File: src/rtl/midori_affine_pkg.sv
// Shared constants and types for the serial inverse Midori affine block.
package midori_affine_pkg;

    localparam logic [1:0] AFF_PASS = 2'd0;
    localparam logic [1:0] AFF_IN   = 2'd1;
    localparam logic [1:0] AFF_OUT  = 2'd2;
    localparam logic [1:0] AFF_MID  = 2'd3;

    localparam int NIBBLES = 16;

    typedef enum logic [1:0] {
        IDLE = 2'd0,
        RUN  = 2'd1,
        DONE = 2'd2
    } state_t;

endpackage

File: src/rtl/midori_affine_inv_nibble.sv
// One-nibble inverse affine for a single share; the share index selects
// whether the constant inversion of the output affine is applied.
module midori_affine_inv_nibble
    import midori_affine_pkg::*;
(
    input  logic [1:0] mode,
    input  logic [1:0] share,
    input  logic [3:0] y,
    output logic [3:0] x
);

    logic cst;

    // Only share 1 carries the affine constant, so the masked sum sees it once.
    assign cst = (share == 2'd1);

    always_comb begin
        x = y;
        case (mode)
            AFF_IN:  x = {y[2], y[3] ^ y[1], y[0], y[1]};
            AFF_OUT: x = {y[2] ^ y[0], y[0], y[3] ^ cst, y[1]};
            AFF_MID: x = {y[0] ^ y[1], ~(y[3] ^ y[2]), y[1], y[2]};
            default: x = y;
        endcase
    end

endmodule

File: src/rtl/midori_affine_inv_serial.sv
// Serial inverse affine over a 3-share 64-bit Midori state, LANES nibbles
// per cycle, transformed in place; shares never meet in any datapath.
module midori_affine_inv_serial
    import midori_affine_pkg::*;
#(
    parameter int LANES = 4
) (
    input  logic        clk,
    input  logic        rst_n,
    input  logic        in_valid,
    output logic        in_ready,
    input  logic [1:0]  mode,
    input  logic [63:0] s1_in,
    input  logic [63:0] s2_in,
    input  logic [63:0] s3_in,
    output logic        out_valid,
    input  logic        out_ready,
    output logic [63:0] s1_out,
    output logic [63:0] s2_out,
    output logic [63:0] s3_out
);

    localparam int ITER = NIBBLES / LANES;
    localparam int CW   = (ITER > 1) ? $clog2(ITER) : 1;

    state_t                       state;
    logic [CW-1:0]                cnt;
    logic [1:0]                   mode_q;
    logic [2:0][63:0]             sh_q;
    logic [2:0][63:0]             sh_nx;
    logic [LANES-1:0][3:0]        lane_idx;
    logic [2:0][LANES-1:0][3:0]   y_n;
    logic [2:0][LANES-1:0][3:0]   x_n;

    always_comb begin
        for (int l = 0; l < LANES; l++) begin
            lane_idx[l] = 4'(int'(cnt) * LANES + l);
        end
    end

    always_comb begin
        for (int s = 0; s < 3; s++) begin
            for (int l = 0; l < LANES; l++) begin
                y_n[s][l] = sh_q[s][{lane_idx[l], 2'b00} +: 4];
            end
        end
    end

    for (genvar gs = 0; gs < 3; gs++) begin : g_share
        for (genvar gl = 0; gl < LANES; gl++) begin : g_lane
            midori_affine_inv_nibble u_nib (
                .mode  (mode_q),
                .share (2'(gs + 1)),
                .y     (y_n[gs][gl]),
                .x     (x_n[gs][gl])
            );
        end
    end

    // Write the transformed lanes back over their own positions.
    always_comb begin
        sh_nx = sh_q;
        for (int s = 0; s < 3; s++) begin
            for (int l = 0; l < LANES; l++) begin
                sh_nx[s][{lane_idx[l], 2'b00} +: 4] = x_n[s][l];
            end
        end
    end

    always_ff @(posedge clk or negedge rst_n) begin
        if (!rst_n) begin
            state  <= IDLE;
            cnt    <= '0;
            mode_q <= AFF_PASS;
            sh_q   <= '0;
        end else begin
            case (state)
                IDLE: begin
                    if (in_valid) begin
                        sh_q   <= {s3_in, s2_in, s1_in};
                        mode_q <= mode;
                        cnt    <= '0;
                        state  <= RUN;
                    end
                end
                RUN: begin
                    sh_q <= sh_nx;
                    if (cnt == CW'(ITER - 1)) begin
                        state <= DONE;
                    end else begin
                        cnt <= cnt + 1'b1;
                    end
                end
                DONE: begin
                    if (out_ready) begin
                        state <= IDLE;
                    end
                end
                default: state <= IDLE;
            endcase
        end
    end

    assign in_ready  = (state == IDLE);
    assign out_valid = (state == DONE);
    assign s1_out    = sh_q[0];
    assign s2_out    = sh_q[1];
    assign s3_out    = sh_q[2];

endmodule

File: config.mk
export PLATFORM = sky130hd
export DESIGN_NAME = midori_affine_inv_serial
export DESIGN_NICKNAME = d
export VERILOG_FILES = /design/src/rtl/midori_affine_pkg.sv /design/src/rtl/midori_affine_inv_nibble.sv /design/src/rtl/midori_affine_inv_serial.sv
export SDC_FILE = /design/constraint.sdc
export NUM_CORES = 1
export LEC_CHECK = 0
export BUFFER_PORTS_ARGS = -buffer_cell sky130_fd_sc_hd__buf_2
export CORE_MARGIN = 1.5
export CORE_UTILIZATION = 55
export DETAILED_ROUTE_END_ITERATION = 7
export PLACE_DENSITY = 0.91
export SYNTH_ARGS = -nofsm -noshare
export SYNTH_HDL_FRONTEND = slang
export SYNTH_SLANG_ARGS = --single-unit
File: constraint.sdc
create_clock -name clk -period 2.65 [get_ports clk]
set_input_delay 0.795 -clock clk [delete_from_list [all_inputs] [get_ports clk]]
set_output_delay 0.795 -clock clk [all_outputs]
set_load 0.01 [all_outputs]
==> out/qor.yml, run 1 <==
result_of_the_run: "complete, but fails checks"
failing_checks: "design-rule violations"
synth_top_family_by_area: "compound AO/OA/AOI/OAI gates"
clk_transition_reported_paths_ps: 80
clock_latency_ps: 460
number_of_buffer_cells_added_on_primary_ports: 391
final_hold_vios: 0
floorplan.io_pins: 392
cts.repair.resized: 0
seq_area_frac_synth: 0.3185
drv_slew: 0
floorplan.die.height_um: 171.2
synth-adder-area-share: 0.003217
vias: 16830
max_slew.worst_pin.slew_ps: 812.1
drtPass1Iterations: 8
clock_sink_total: 198
post-route-worst-setup-slack_ps: 96.05
wl_per_cell_um: 26.92
critical_path.endpoint_type: "flop"
route.detailed.drc: 1
syn_nets: 1875
routed_via_density: 6.979
gp_congestion: 1.002
finish.net_count: 2222
maxClockFrequency_mhz: 391.6
share_of_post_route_cells_with_drive_strength_above_1: 0.2966
diodes: 0
mappedNetlistArea_um2: 15560
global_route.usage.total: 0.4454
number_of_antenna_violations_at_the_first_check_in_global_routing: 1
row_count: 61
final.fill_count: 2292
synth_compound_gate_area_share: 0.1969
worstSetupStartpointType: "flop"
min-delay-path-class: "input pin to asynchronous set/reset pin"
timing.setup.critical_path_class: "flop to flop"
final_min_period_over_clock_period: 0.9638
synth_async_sr_flop_share: 1.000
holdBufCountCts: 0
synth-edff-count: 0
critical-path-slowest-cell: "sky130_fd_sc_hd__dfrtp_4"
effective_utilization_at_floorplan: 0.5599
die_width_um: 171.2
synth_warnings: 0
max_stage_delay_ps: 550
synth_xor_area_frac: 0.1081
fin_crit_ps: 2554
syn_area_per_cell_um2: 9.298
cts_tree: "done"
tritoncts.num_buffers: 17
synth.mux.area_fraction: 0.1691
list_of_cells_traversed_by_the_critical_path: "buf_12 -> ha_1 -> mux2i_2 -> nor2_4 -> nand2_1 -> nor2_1 -> a221oi_2"
setup_viol: 0
drt_iter0_markers: 2241
cts_max_path_buffers: 2
ys_ff_latch: 198
grt_pass1_wl_um: 97120
fin_worst_skew_ps: 18.03
place.detailed.hpwl_um: 47500
post_synth_and_or_nand_nor_area_fraction: 0.1569
relSlewSlack: 0.4586
yosysUniqueCellTypes: 58
first_global_vias: 16280
postSynth.topFlopCell: "sky130_fd_sc_hd__dfrtp_1"
h-tree-depth: 4
synth_cells: 1673
postRouteAntennaNets: 0
wl_um: 64910
area_growth_from_synthesis_to_layout_pct: 19.68
cap_violations: 0
grt_overflow_total: 0
cp_max_fo: 15
postCtsSetupRepairBufs: 0
grt_start_max_net_pins: 64
core-area_um2: 27780
cts_root_buffer: "sky130_fd_sc_hd__clkbuf_16"
critical_path_arrival_ps: 2850
die-area_um2: 29300
crit_required_ps: 2940
pre_cts_slack_ps: 164.2
[layer usage]
metal / routed length, um / share of wire / up-vias / global-route usage
met5: 54 / 0.00083 / - / 0.01217
met4: 5187 / 0.080 / 4 / 0.2944
met3: 8594 / 0.13 / 417 / 0.1546
met2: 30110 / 0.46 / 1537 / 0.7158
met1: 20970 / 0.32 / 7972 / 0.5024
li1: - / - / 6897 / -
[synth_stat cells (3+ instances only)]
master / instances / area [um^2]
sky130_fd_sc_hd__buf_1: 11 / 41.29
sky130_fd_sc_hd__and2_1: 59 / 369.1
sky130_fd_sc_hd__nor2_1: 147 / 551.8
sky130_fd_sc_hd__o211ai_1: 11 / 82.58
sky130_fd_sc_hd__clkbuf_1: 46 / 172.7
sky130_fd_sc_hd__a21o_1: 5 / 37.54
sky130_fd_sc_hd__a311oi_1: 18 / 157.7
sky130_fd_sc_hd__nor3_1: 7 / 35.03
sky130_fd_sc_hd__buf_2: 52 / 260.3
sky130_fd_sc_hd__and3_1: 30 / 187.7
sky130_fd_sc_hd__inv_1: 23 / 86.33
sky130_fd_sc_hd__o221ai_1: 74 / 648.1
sky130_fd_sc_hd__nand2b_1: 11 / 68.82
sky130_fd_sc_hd__mux4_1: 11 / 289.0
sky130_fd_sc_hd__ha_1: 4 / 50.05
sky130_fd_sc_hd__o21ai_0: 90 / 450.4
sky130_fd_sc_hd__mux2i_4: 6 / 135.1
sky130_fd_sc_hd__a31oi_1: 5 / 31.28
sky130_fd_sc_hd__nor2b_1: 24 / 150.1
sky130_fd_sc_hd__o22a_1: 3 / 26.28
sky130_fd_sc_hd__a221oi_1: 60 / 525.5
sky130_fd_sc_hd__nand2_1: 223 / 837.1
sky130_fd_sc_hd__or3_1: 8 / 50.05
sky130_fd_sc_hd__o2bb2ai_1: 4 / 35.03
sky130_fd_sc_hd__o31a_1: 4 / 35.03
sky130_fd_sc_hd__o22ai_1: 99 / 619.3
sky130_fd_sc_hd__mux4_2: 74 / 1667
sky130_fd_sc_hd__dfrtp_1: 198 / 4955
sky130_fd_sc_hd__buf_4: 10 / 75.07
sky130_fd_sc_hd__nand3_1: 15 / 75.07
sky130_fd_sc_hd__buf_6: 4 / 45.04
sky130_fd_sc_hd__a21oi_1: 51 / 255.2
sky130_fd_sc_hd__mux2i_1: 49 / 490.5
sky130_fd_sc_hd__or2_2: 9 / 56.30
sky130_fd_sc_hd__xnor2_1: 42 / 367.9
sky130_fd_sc_hd__a21oi_2: 6 / 52.55
sky130_fd_sc_hd__xor2_1: 150 / 1314
sky130_fd_sc_hd__nand2_2: 3 / 18.77
[registers in the layout (all words and copies together), names as in the netlist]
register  count
cnt           2
s2_out       64
mode_q        2
s1_out       64
s3_out       64
state         2
[logic make-up (layout without fill, tap and decap cells)]
kind of cell	Yosys count	in the layout
AOI/OAI and AO/OA	442	442
xor gates and xnor gates	192	192
DFF	198	198
adders and majority gates	4	4
buffers and inverters	151	511
and+or+nand+nor	542	542
muxes	144	144
[layout by cell type (no fill, tap or decap), types with 5 or more instances in the layout]
| master | n |
|---|---|
| sky130_fd_sc_hd__nor2_1 | 144 |
| sky130_fd_sc_hd__and3_1 | 30 |
| sky130_fd_sc_hd__mux4_2 | 74 |
| sky130_fd_sc_hd__buf_12 | 13 |
| sky130_fd_sc_hd__a21o_1 | 5 |
| sky130_fd_sc_hd__mux2i_2 | 5 |
| sky130_fd_sc_hd__nor3_1 | 7 |
| sky130_fd_sc_hd__mux2i_4 | 6 |
| sky130_fd_sc_hd__buf_4 | 49 |
| sky130_fd_sc_hd__o221ai_1 | 74 |
| sky130_fd_sc_hd__a31oi_1 | 5 |
| sky130_fd_sc_hd__and2_1 | 59 |
| sky130_fd_sc_hd__or2_2 | 9 |
| sky130_fd_sc_hd__mux4_1 | 11 |
| sky130_fd_sc_hd__nor2b_1 | 24 |
| sky130_fd_sc_hd__a21oi_1 | 51 |
| sky130_fd_sc_hd__nand2_1 | 223 |
| sky130_fd_sc_hd__o22ai_1 | 99 |
| sky130_fd_sc_hd__a311oi_1 | 18 |
| sky130_fd_sc_hd__a21oi_2 | 6 |
| sky130_fd_sc_hd__a221oi_1 | 59 |
| sky130_fd_sc_hd__xnor2_1 | 42 |
| sky130_fd_sc_hd__nand3_1 | 15 |
| sky130_fd_sc_hd__xor2_1 | 150 |
| sky130_fd_sc_hd__or3_1 | 8 |
| sky130_fd_sc_hd__inv_1 | 23 |
| sky130_fd_sc_hd__clkbuf_16 | 17 |
| sky130_fd_sc_hd__dfrtp_1 | 194 |
| sky130_fd_sc_hd__mux2i_1 | 46 |
| sky130_fd_sc_hd__o21ai_0 | 90 |
| sky130_fd_sc_hd__o211ai_1 | 11 |
| sky130_fd_sc_hd__nand2b_1 | 10 |
| sky130_fd_sc_hd__buf_2 | 390 |
[area by class of cell]
type | instances | area [um^2] | area share
well taps | 378 | 473.0 | 0.02540
inverters | 26 | 100.1 | 0.005376
clock buffers | 19 | 432.9 | 0.02325
flip-flops and latches | 198 | 4965 | 0.2667
multi-input cells | 1324 | 9920 | 0.5328
clock inverters | 13 | 133.9 | 0.007191
repair buffers | 453 | 2594 | 0.1393
[per-stage QoR]
step / hold slack, ps / cell area [um^2] / setup TNS [ps] / cells / utilization
6_report: 271.9 / 18620 / 0 / 2411 / 0.6702
5_1_grt: 287.0 / 18620 / -1.081 / 2411 / 0.6702
4_1_cts: 280.4 / 18600 / 0 / 2411 / 0.6695
3_5_place_dp: 628.0 / 18030 / 0 / 2379 / 0.6491
3_3_place_gp: 608.5 / 18030 / 0 / 2379 / 0.6491
2_1_floorplan: 499.4 / 15560 / 0 / 1673 / -
[critical path: cells and delay by family (launching register included)]
| kind | cells | cell delay, ps |
|---|---|---|
| buf+inv | 1 | 210 |
| fa+ha+maj | 1 | 270 |
| mux | 1 | 150 |
| compound gates | 1 | 110 |
| simple gates | 3 | 1100 |
| flops | 1 | 550 |
[path summary, 6_finish.rpt]
check,cells past startpoint,end,from,slack (ps)
max,7,s2_out[22]$_DFFE_PN0P_,cnt[0]$_DFFE_PN0P_,100
min,1,mode_q[1]$_DFFE_PN0P_,rst_n,270
max reg2reg,7,s2_out[22]$_DFFE_PN0P_,cnt[0]$_DFFE_PN0P_,100
min reg2reg,2,s1_out[48]$_DFFE_PN0P_,s1_out[48]$_DFFE_PN0P_,640
max in group asynchronous,2,s2_out[54]$_DFFE_PN0P_,rst_n,1660
min in group clk,3,s1_out[33]$_DFFE_PN0P_,s1_in[33],570
Power of run 1 is left out: the tool's default activity adds up to more than one toggle a clock period on the data nets, which glitch-free logic cannot reach.
==> inputs of run 2 (changes only) <==
- CORE_UTILIZATION: 55 -> 53
- SYNTH_HIERARCHICAL: default -> 1
==> out/qor.yml, run 2 <==
netlist_top_cells_count: "sky130_fd_sc_hd__dfrtp_1 (198), sky130_fd_sc_hd__a32o_1 (109), sky130_fd_sc_hd__mux2_2 (106)"
result_of_the_run: "finished, final reports clean"
setup_viol: 0  # unchanged
synth.top_cell.area_share: 0.3797  # +0.06120
grt_setup_unrepaired: "true"
ys_top_cells_by_area: "sky130_fd_sc_hd__dfrtp_1 (38%), sky130_fd_sc_hd__mux4_2 (10%), sky130_fd_sc_hd__mux2_2 (9.1%), sky130_fd_sc_hd__a32o_1 (8.4%), sky130_fd_sc_hd__a2bb2oi_1 (5.6%)"
post-route-worst-setup-slack_ps: 16.78  # -79.27 ps
total_leakage_power_nw: 7.183
crit_required_ps: 2960  # +20 ps
finish.net_count: 1657  # -25%
max_slew.worst_pin.slew_ps: 1230  # +417.8 ps
place.detailed.hpwl_um: 32140  # -32%
critical_path_arrival_ps: 2950  # +100 ps
maxClockFrequency_mhz: 379.8  # -3.0%
timing.critical_path.buf_inv: 1  # unchanged
placed_cells_incl_taps: 1755  # -26%
synth_cells: 1106  # -34%
mappedNetlistArea_um2: 13050  # -16%
synth.most_common_cell: "sky130_fd_sc_hd__dfrtp_1"
min-delay-path-class: "input pin to asynchronous set/reset pin"
powerDensity_nw_per_um2: 1595
effective_utilization_at_floorplan: 0.5381  # -0.02181
cts_tree: "done"
final_min_period_over_clock_period: 0.9937  # +0.02991
synth_warnings: 6  # +6
final_hold_vios: 0  # unchanged
number_of_buffer_cells_added_on_primary_ports: 391  # unchanged
drv_slew: 0  # unchanged
timing.setup.critical_path_class: "flop to flop"
fin_crit_ps: 2633  # +79.27 ps
drtPass1Iterations: 6  # -2
cts.repair.resized: 0  # unchanged
floorplan.io_pins: 392  # unchanged
cap_violations: 0  # unchanged
postRouteAntennaNets: 0  # unchanged
diodes: 0  # unchanged
h-tree-depth: 4  # unchanged
row_count: 57  # -6.6%
die-area_um2: 25570  # -13%
grt_start_max_net_pins: 73  # +14%
most_used_cells_in_the_layout_excluding_fill_and_tap_cells: "sky130_fd_sc_hd__buf_2 (390), sky130_fd_sc_hd__dfrtp_1 (193), sky130_fd_sc_hd__a32o_1 (109)"
cts_root_buffer: "sky130_fd_sc_hd__clkbuf_16"
core-area_um2: 24250  # -13%
gp_congestion: 0.9705  # -3.1%
clock_sink_total: 198  # unchanged
floorplan.die.height_um: 159.9  # -6.6%
final.fill_count: 1805  # -21%
fin_worst_skew_ps: 15.30  # -2.727 ps
path_delay_family: "multiplexers"
critical_path.endpoint_type: "flop"
area_growth_from_synthesis_to_layout_pct: 23.19
synth_async_sr_flop_share: 1.000  # unchanged
global_route.usage.total: 0.3698  # -0.07559
finish.utilization: 0.6630  # -0.007199
list_of_cells_traversed_by_the_critical_path: "buf_12 -> mux4_2 -> mux2_2 -> o21ai_0 -> a31oi_1 -> a32o_1 -> mux2_4"
synth-edff-count: 0  # unchanged
wl_um: 48100  # -26%
pre_cts_slack_ps: 51.93  # -112.3 ps
tritoncts.num_buffers: 17  # unchanged
wl_per_cell_um: 26.87  # -0.19%
relSlewSlack: 0.1792  # -0.2794
number_of_antenna_violations_at_the_first_check_in_global_routing: 4  # +3
layout_commonest_cell: "sky130_fd_sc_hd__buf_2"
drt_iter0_markers: 1882  # -16%
seq_area_frac_synth: 0.3797  # +0.06120
ys_ff_latch: 198  # unchanged
die_width_um: 159.9  # -6.6%
first_global_vias: 12910  # -21%
cts_max_path_buffers: 2  # unchanged
multi_input_comb_area_um2: 7466  # -25%
routed_via_density: 7.120  # +2.0%
vdd_ir_drop_max_uv: 859.2
syn_area_per_cell_um2: 11.80  # +27%
critical-path-slowest-cell: "sky130_fd_sc_hd__mux4_2"
worstSetupStartpointType: "flop"
yosysUniqueCellTypes: 42  # -28%
grt_pass1_wl_um: 73600  # -24%
clk_transition_reported_paths_ps: 70  # about the same
postSynth.topFlopCell: "sky130_fd_sc_hd__dfrtp_1"
synth.largest_area_cell: "sky130_fd_sc_hd__dfrtp_1"
share_of_post_route_cells_with_drive_strength_above_1: 0.4659  # +0.1693
cp_max_fo: 15  # unchanged
route.detailed.drc: 0  # -1
grt_overflow_total: 0  # unchanged
final-seq-area_um2: 4971  # +0.13%
vias: 12750  # -24%
max_stage_delay_ps: 580  # +30 ps
final_cell_count_no_fill: 1790  # -26%
holdBufCountCts: 0  # unchanged
clock_latency_ps: 440  # -20 ps
## run 2: changes by cell type after synthesis, moves of 38 or more
| cell | change |
|---|---|
| sky130_fd_sc_hd__mux2_2 | +104 |
| sky130_fd_sc_hd__and2_1 | -58 |
| sky130_fd_sc_hd__o22ai_1 | -99 |
| sky130_fd_sc_hd__nand3_1 | +53 |
| sky130_fd_sc_hd__a32o_1 | +109 |
| sky130_fd_sc_hd__a21oi_1 | -38 |
| sky130_fd_sc_hd__a211oi_1 | +83 |
| sky130_fd_sc_hd__a221oi_1 | -60 |
| sky130_fd_sc_hd__nor2_1 | -128 |
| sky130_fd_sc_hd__xor2_1 | -126 |
| sky130_fd_sc_hd__o221ai_1 | -74 |
| sky130_fd_sc_hd__nand2_1 | -219 |
| sky130_fd_sc_hd__o21ai_0 | -75 |
| sky130_fd_sc_hd__a2bb2oi_1 | +83 |
## run 2: layout make-up
class                      instances  share of cell area
clock inverter                    12            0.007239
multi-input combinational        774              0.4644
timing repair buffer             447              0.1617
clock buffer                      19             0.02818
inverter                          16            0.004047
sequential                       198              0.3092
tap                              324             0.02522
## run 2: per-stage QoR
step	instance area [um^2]	hold WS, ps	setup TNS, ps	total power, mW
finish	16080	323.8	0	25.64
global route	16080	328.8	-51.86	26.68
CTS	16050	320.0	0	25.08
global placement	15480	512.9	0	21.73
detailed placement	15480	519.2	0	22.42
floorplan	13130	499.4	-431.4	17.14
## run 2: final timing paths
kind / startpoint / end / slack [ps] / cells past startpoint
min: rst_n / s2_out[4]$_DFFE_PN0P_ / 320 / 1
max reg2reg: cnt[0]$_DFFE_PN0P_ / s2_out[41]$_DFFE_PN0P_ / 20 / 7
min reg2reg: s3_out[40]$_DFFE_PN0P_ / s3_out[40]$_DFFE_PN0P_ / 540 / 1
min in group clk: s3_out[40]$_DFFE_PN0P_ / s3_out[40]$_DFFE_PN0P_ / 540 / 1
max: cnt[0]$_DFFE_PN0P_ / s2_out[41]$_DFFE_PN0P_ / 20 / 7
max in group asynchronous: rst_n / s3_out[53]$_DFFE_PN0P_ / 1640 / 2
## run 2: cells by family (layout without fill, tap and decap cells)
| family | count (synthesis) | after routing | share of synthesized area |
|---|---|---|---|
| other | 2 | 24 | 0.0005755 |
| and+or+nand+nor | 144 | 145 | 0.06300 |
| DFF | 198 | 198 | 0.3797 |
| muxes | 235 | 235 | 0.2551 |
| xor gates and xnor gates | 48 | 48 | 0.03222 |
| buffers and inverters | 157 | 494 | 0.05993 |
| AOI/OAI and AO/OA | 317 | 317 | 0.2047 |
| adders and majority gates | 5 | 5 | 0.004794 |
## run 2: layer usage
layer  track usage  vias up  routed length [um]
li1              -     5102                   -
met1        0.4534     6188               16900
met4        0.1895        4                2162
met2        0.6056     1249               23010
met5             0        -                  26
met3       0.09584      202                5999
## run 2: what timing repair did
action | in CTS | in global routing
setup buffers | 0 | 3
setup endpoints to repair | 0 | 14
hold endpoints to repair | 0 | 0
## run 2: where the power goes
part | internal [mW] | leakage [nW] | switching [mW]
sequential | 4.43 | 2.45 | 1.40
combinational | 7.64 | 4.46 | 9.56
clock | 1.29 | 0.271 | 1.32
total | 13.4 | 7.18 | 12.3
(Power assumes the default switching activity.)
